===== config.mk =====
export PLATFORM = sky130hd
export DESIGN_NAME = dsp_adder_selftest
export DESIGN_NICKNAME = d
export VERILOG_FILES = /design/src/rtl/dsp_adder_selftest.sv
export SDC_FILE = /design/constraint.sdc
export NUM_CORES = 1
export LEC_CHECK = 0
export ABC_AREA = 1
export CORE_MARGIN = 3
export CORE_UTILIZATION = 50
export DETAILED_ROUTE_END_ITERATION = 8
export PLACE_DENSITY = 0.74
export SLEW_MARGIN = 15
export SYNTH_ARGS = -nofsm -noshare
export SYNTH_HDL_FRONTEND = slang
export SYNTH_SLANG_ARGS = --single-unit

===== constraint.sdc =====
create_clock -name clk -period 4.3 [get_ports clk]
set_input_delay 0.86 -clock clk [delete_from_list [all_inputs] [get_ports clk]]
set_output_delay 0.86 -clock clk [all_outputs]
set_load 0.03 [all_outputs]

===== src/rtl/dsp_adder_selftest.sv =====
// Built-in self-test sequencer for the DSP add/subtract unit: drives operand vectors,
// checks the returned sum against a fabric-computed result and reports via status and LED.
module dsp_adder_selftest #(
    parameter int          NUM_VECTORS   = 256,
    parameter int          SETTLE_CYCLES = 2,
    parameter int          BLINK_DIVIDER = 12000000,
    parameter logic [31:0] LFSR_SEED     = 32'hACE11234
) (
    input  logic        clk,
    input  logic        reset,
    input  logic        start,
    output logic [31:0] dut_input1,
    output logic [31:0] dut_input2,
    output logic        dut_add_sub,
    input  logic [31:0] dut_out,
    output logic        busy,
    output logic        done,
    output logic        pass,
    output logic [15:0] fail_count,
    output logic        led
);

    localparam logic [31:0] LFSR_TAPS   = 32'h80200003;
    localparam logic [15:0] LAST_INDEX  = 16'(NUM_VECTORS - 1);
    localparam logic [3:0]  LAST_SETTLE = 4'(SETTLE_CYCLES - 1);
    localparam logic [31:0] LAST_BLINK  = 32'(BLINK_DIVIDER - 1);

    typedef enum logic [2:0] {
        S_IDLE,
        S_DRIVE,
        S_SETTLE,
        S_CHECK,
        S_DONE
    } state_t;

    state_t      state;
    state_t      next_state;
    logic        launch;
    logic [15:0] vec_index;
    logic [3:0]  settle_cnt;
    logic [31:0] lfsr;
    logic [31:0] exp_result;
    logic [31:0] blink_cnt;
    logic [31:0] step1;
    logic [31:0] step2;
    logic [31:0] vec_a;
    logic [31:0] vec_b;
    logic        vec_mode;

    function automatic logic [31:0] lfsr_step(input logic [31:0] s);
        return (s >> 1) ^ (s[0] ? LFSR_TAPS : 32'h0);
    endfunction

    assign step1 = lfsr_step(lfsr);
    assign step2 = lfsr_step(step1);

    // The first four vectors are fixed corner cases; the rest come from two LFSR steps.
    always_comb begin
        vec_a    = step1;
        vec_b    = step2;
        vec_mode = vec_index[0];
        case (vec_index)
            16'd0: begin vec_a = 32'h00000000; vec_b = 32'h11111111; vec_mode = 1'b0; end
            16'd1: begin vec_a = 32'hFFFFFFFF; vec_b = 32'h00000001; vec_mode = 1'b0; end
            16'd2: begin vec_a = 32'h00000000; vec_b = 32'h00000001; vec_mode = 1'b1; end
            16'd3: begin vec_a = 32'h80000000; vec_b = 32'h80000000; vec_mode = 1'b0; end
            default: ;
        endcase
    end

    always_ff @(posedge clk) begin
        if (reset) state <= S_IDLE;
        else       state <= next_state;
    end

    always_comb begin
        next_state = state;
        launch     = 1'b0;
        case (state)
            S_IDLE, S_DONE: begin
                if (start) begin
                    next_state = S_DRIVE;
                    launch     = 1'b1;
                end
            end
            S_DRIVE:  next_state = S_SETTLE;
            S_SETTLE: if (settle_cnt == LAST_SETTLE) next_state = S_CHECK;
            S_CHECK:  next_state = (vec_index == LAST_INDEX) ? S_DONE : S_DRIVE;
            default:  next_state = S_IDLE;
        endcase
    end

    assign busy = (state == S_DRIVE) || (state == S_SETTLE) || (state == S_CHECK);
    assign done = (state == S_DONE);
    assign pass = done && (fail_count == 16'h0000);

    always_ff @(posedge clk) begin
        if (reset) begin
            vec_index   <= '0;
            settle_cnt  <= '0;
            lfsr        <= LFSR_SEED;
            exp_result  <= '0;
            fail_count  <= '0;
            dut_input1  <= '0;
            dut_input2  <= '0;
            dut_add_sub <= 1'b0;
        end else begin
            if (launch) begin
                vec_index  <= '0;
                fail_count <= '0;
                lfsr       <= LFSR_SEED;
            end
            case (state)
                S_DRIVE: begin
                    dut_input1  <= vec_a;
                    dut_input2  <= vec_b;
                    dut_add_sub <= vec_mode;
                    exp_result  <= vec_mode ? (vec_a - vec_b) : (vec_a + vec_b);
                    settle_cnt  <= '0;
                    if (vec_index >= 16'd4) lfsr <= step2;
                end
                S_SETTLE: settle_cnt <= settle_cnt + 4'd1;
                S_CHECK: begin
                    if ((dut_out != exp_result) && (fail_count != 16'hFFFF))
                        fail_count <= fail_count + 16'd1;
                    if (vec_index != LAST_INDEX) vec_index <= vec_index + 16'd1;
                end
                default: ;
            endcase
        end
    end

    // LED logic only runs while staying in DONE, so it is already dark on the restart edge.
    always_ff @(posedge clk) begin
        if (reset) begin
            led       <= 1'b0;
            blink_cnt <= '0;
        end else if ((state == S_DONE) && (next_state == S_DONE)) begin
            if (pass) begin
                led       <= 1'b1;
                blink_cnt <= '0;
            end else if (blink_cnt == LAST_BLINK) begin
                led       <= ~led;
                blink_cnt <= '0;
            end else begin
                blink_cnt <= blink_cnt + 32'd1;
            end
        end else begin
            led       <= 1'b0;
            blink_cnt <= '0;
        end
    end

endmodule


Word level (Yosys, flattened, before mapping)
Cells that the tools add are included.

word-level totals
  bits in registers = 201
  latch bits = 0
  RAM bits = 0
  ROM bits = 0
  input port bits = 35
  output and inout port bits = 85
  logic and storage cells = 76
  memories kept = 0

operators by class
  add/sub/neg operators = 6
  multiply operators = 0
  divide/modulo/power cells = 0
  $lt $le $gt $ge = 1
  equal/unequal tests = 14
  shift-type cells = 0
  muxes and demuxes = 24
  bitwise logic cells = 4
  reduce and logical (&&, ||, !) cells = 16

operators with widths
  operator                                              count
  two-way mux 32 bit                                    6
  case mux 32 bit (3 select lines)                      2
  two-way mux 16 bit                                    6
  bitwise XOR 31 x 32 -> 32 bit                         2
  adder 16 x 1 -> 16 bit, second input constant         2
  adder 32 x 1 -> 32 bit, second input constant         1
  adder 32 bit                                          1
  == test 16 x 2 -> 1 bit, second input constant        2
  == test 32 x 24 -> 1 bit, second input constant       1
  zero test 16 bit                                      2
  != test 32 bit                                        1
  subtractor 32 bit                                     1
  == test 16 x 1 -> 1 bit, second input constant        1
  == test 16 x 8 -> 1 bit, second input constant        1
  >= comparator 16 x 3 -> 1 bit, second input constant  1
  != test 16 bit, second input constant                 1
  != test 16 x 8 -> 1 bit, second input constant        1
  case mux 3 bit (4 select lines)                       1
  two-way mux 3 bit                                     3
  case mux 4 bit (2 select lines)                       1
  OR reduction 2 bit                                    4
  == test 3 x 2 -> 1 bit, second input constant         2
  == test 3 bit, second input constant                  2
  adder 4 x 1 -> 4 bit, second input constant           1
  11 further kinds                                      19

Depth between registers and ports, before layout
  word-level depth = 7
  depth in mapped cells = 34
  mapped depth without buffers = 33

Least setup slack after synthesis
OpenSTA, ideal clock, no wires.

  kind = flip-flop to flip-flop
  start = register vec_index[0]
  end = register exp_result[20]
  setup time = 0.116 ns
  arrival time = 3.904 ns
  data required time = 4.184 ns
  slack = 0.280 ns
  stages on the path, launching flop included = 24
  buffers on the path = 2
  period minus slack after synthesis = 4.020 ns
  cell sequence = dfxtp_1 inv_1 ha_1 nand2_1 nor2_1 nand2_2 nand2_2 nor2_8 buf_6 buf_6 nand2_1 ha_1 o21ai_0 inv_1 fa_1 o21ai_0 a21oi_1 o21ai_0 a21oi_1 o21ai_0 xnor2_1 nand2_1 o211ai_1 inv_1

on the way
  cells in the longest elaborated chain, start to end = 5
  elaborated cells on any way between the ends = 13
  those cells by class = 2 x add/sub; 3 x eq/ne; 4 x mux; 4 x reduce/logical

RTL lines
  what                                                      line  RTL
  start: declaration                                        39    logic [15:0] vec_index;
  start signal: assignment                                  126   if (vec_index != LAST_INDEX) vec_index <= vec_index + 16'd1;
  == test 16 x 2 -> 1 bit, or another cell as far along     62    case (vec_index)
  OR reduction 2 bit (no line)                              -
  case mux 32 bit (3 select lines)                          62
  adder 32 bit / subtractor 32 bit (equally long branches)  118   exp_result <= vec_mode ? (vec_a - vec_b) : (vec_a + vec_b);
  two-way mux 32 bit *                                      118
  end signal: assignment                                    118
  end: declaration                                          42    logic [31:0] exp_result;

Every way passes the cells marked *; elsewhere a longest branch is shown, timed or not.
A chain may end at the register's enable or synchronous reset.

Final worst setup path
  start = register vec_index[0]
  end = register exp_result[18]

Same word-level chain as after synthesis.

==> metrics.yaml <==
run_status:
  status: "complete, no violations"
critical_path:
  startpoint_type: "flop"
  critPathMostFrequentCell: "nand2_1"
  worst_setup_path_end_kind: "flop"
  worst_ep_required_time_ps: 4700
  cpPeakStageDelay_ps: 370
  cp_data_arrival_time_ps: 4560
  slowest_stage: "dfxtp_4"
  crit_fanout: 16
  criticalPathCategory: "reg -> reg"
sta:
  min_period_ps: 4150
  finalHoldViolations: 0
  clock_skew_ps: 23.3
  rsz0062_at_grt: "yes"
  tightest_slew_ps: 1020
  max_slew_margin_pct: 31.8
  final.setup.tns_ps: 0
  drv_slew: 0
  post-route-period-util_pct: 96.6
  fmax_ghz: 0.241
  finalSetupViolCount: 0
placement:
  placement.cell_area_um2: 13800
  portBuffers: 119
  hpwl_um: 26300
  dpl.cell_count: 2157
  gp_congestion: 0.950
yosys:
  async_reset_ff_share_pct: 0
  ys_top_cells_by_count: "300 x nand2_1, 239 x inv_1, 201 x dfxtp_1"
  syn-num-nets: 1806
  syn-cell-area_um2: 12100
  ys_ff_latch: 201
  yosys.area.top_type: "dfxtp_1"
  ys.flop_type: "dfxtp_1"
  ys_seq_area_share_pct: 33.3
  synth_edf_count: 0
  yosysWarnings: 0
  avgSynthCellArea_um2: 6.99
  syn-instance-count: 1729
  synth_top_area_share_pct: 33.3
  yosysUniqueCellTypes: 54
  synth_most_common_cell: "nand2_1"
  synth_area_leaders: "dfxtp_1 33%, nand2_1 9.3%, inv_1 7.4%"
floorplanning:
  die-area_um2: 26100
  coreArea_um2: 23600
  die_y_um: 162
  std_cell_rows: 56
  die_x_um: 162
  ioPinCount: 120
  initial_core_util_pct: 51.2
clocking:
  cts_tree: "done"
  clock_latency_ps: 530
  root_buffer: "clkbuf_16"
  clk_path_buf_depth: 3
  clkTransAtPathRegs_ps: 60
  cts.sinks: 201
  h-tree-depth: 1
  cts_made_buffers: 22
route:
  num_vias: 11905
  final_antenna_net_count: 0
  avgViaCountPerCell: 5.39
  first_pass_iters: 7
  drt-total-wl_um: 35600
  drc: 0
  first_iter_violations: 910
  wire_per_inst_um: 16.1
worst_hold_path:
  hold_class: "reg -> reg"
power:
  p_leak_nw: 6.59
  cellPowerDensity_nw_per_um2: 310
  ir_drop_mv: 0.318
  power.total_mw: 4.70
cells_and_area:
  regArea_um2: 4040
  syn2layout_area_growth_pct: 25.3
  fin_cells: 2210
  final_nets: 1952
  multi_input_area_um2: 7290
  diodes: 0
  final_area_um2: 15100
  drive_above_1_share_pct: 14.2
  fillers: 2083
global_routing:
  grt-ovfl-total: 0
  grt_pass1_wl_um: 56900
  grt_max_degree: 75
  grt_usage_pct: 26.3
  first_global_vias: 10905
  grt_antenna_before_repair: 0
job:
  maxCapViolCount: 0
## cells by family (layout without fill, tap and decap cells)
kind of cell	after synthesis	after routing	synth area share, %
buffers and inverters	315	477	10.2
AOI/OAI and AO/OA	410	410	20.1
xor gates and xnor gates	98	98	7.25
and+or+nand+nor	663	663	24.7
adders and majority gates	42	42	4.41
DFF	201	201	33.3
## metrics by stage
step	worst slack (ps)	utilization, %	hold WS, ps
after floorplan	280	-	412
after global placement	-22.0	58.5	427
after detailed placement	-51.4	58.5	437
after CTS	12.0	61.7	451
after global routing	-71.4	64.2	481
final	147	64.2	447
## state kept, by name, indices dropped and copies added, names as in the netlist
name         flops
blink_cnt       32
dut_add_sub      1
dut_input1      32
dut_input2      32
exp_result      32
fail_count      16
led              1
lfsr            32
settle_cnt       4
state            3
vec_index       16
## report_power, final
group	total, mW	leakage, nW	switching [mW]	internal (mW)
clock network	1.95	0.367	0.789	1.16
registers	2.01	1.64	0.0582	1.95
logic	0.740	4.58	0.447	0.293
total	4.70	6.59	1.29	3.40
## placed cells by master, fill, tap and decap left out, types with 46 or more instances in the layout
master	synthesis	final
buf_4	3	66
a21oi_1	125	111
clkdlybuf4s50_1	0	119
xnor2_1	52	51
o21ai_0	146	140
o21bai_1	46	46
dfxtp_1	201	194
nor2_1	149	133
inv_1	239	235
nand3_1	74	70
nand2_1	300	285
## worst paths after layout
kind / startpoint / end / slack (ps) / cells past startpoint
min: blink_cnt[0]$_SDFF_PP0_ / blink_cnt[0]$_SDFF_PP0_ / 450 / 1
max reg2reg: vec_index[0]$_SDFF_PP0_ / exp_result[18]$_SDFFE_PP0N_ / 150 / 31
min reg2reg: blink_cnt[0]$_SDFF_PP0_ / blink_cnt[0]$_SDFF_PP0_ / 450 / 1
max: vec_index[0]$_SDFF_PP0_ / exp_result[18]$_SDFFE_PP0N_ / 150 / 31
## critical path, delay by kind of cell (launching register included)
kind                       cells  cell delay, ps
AOI/OAI and AO/OA              5             690
xor gates and xnor gates       2             360
buffers and inverters          7             770
and+or+nand+nor               15            1370
adders and majority gates      2             480
DFF                            1             370
## area by class of cell
class / count / area share, %
inverters: 250 / 6.24
clock buffers: 28 / 3.91
repair buffers: 187 / 11.4
clock inverters: 12 / 1.01
multi-input cells: 1213 / 48.1
flip-flops and latches: 201 / 26.7
well taps: 319 / 2.63
## routing by layer
metal  vias up  track usage [%]  wire [um]
met2       339             41.1      15700
met3        42             3.82       2160
li1       5962                -          -
met4         0             5.91        656
met5         -                0          0
met1      5562             38.6      17100
## repair_timing
item,4_1_cts,5_1_grt
gates cloned,0,0
endpoints found under the setup margin,1,21
buffers inserted,0,13
pin swaps,0,31
resized for setup,2,128
hold buffers,0,0
Note: power is estimated with default switching activity, not from simulation.
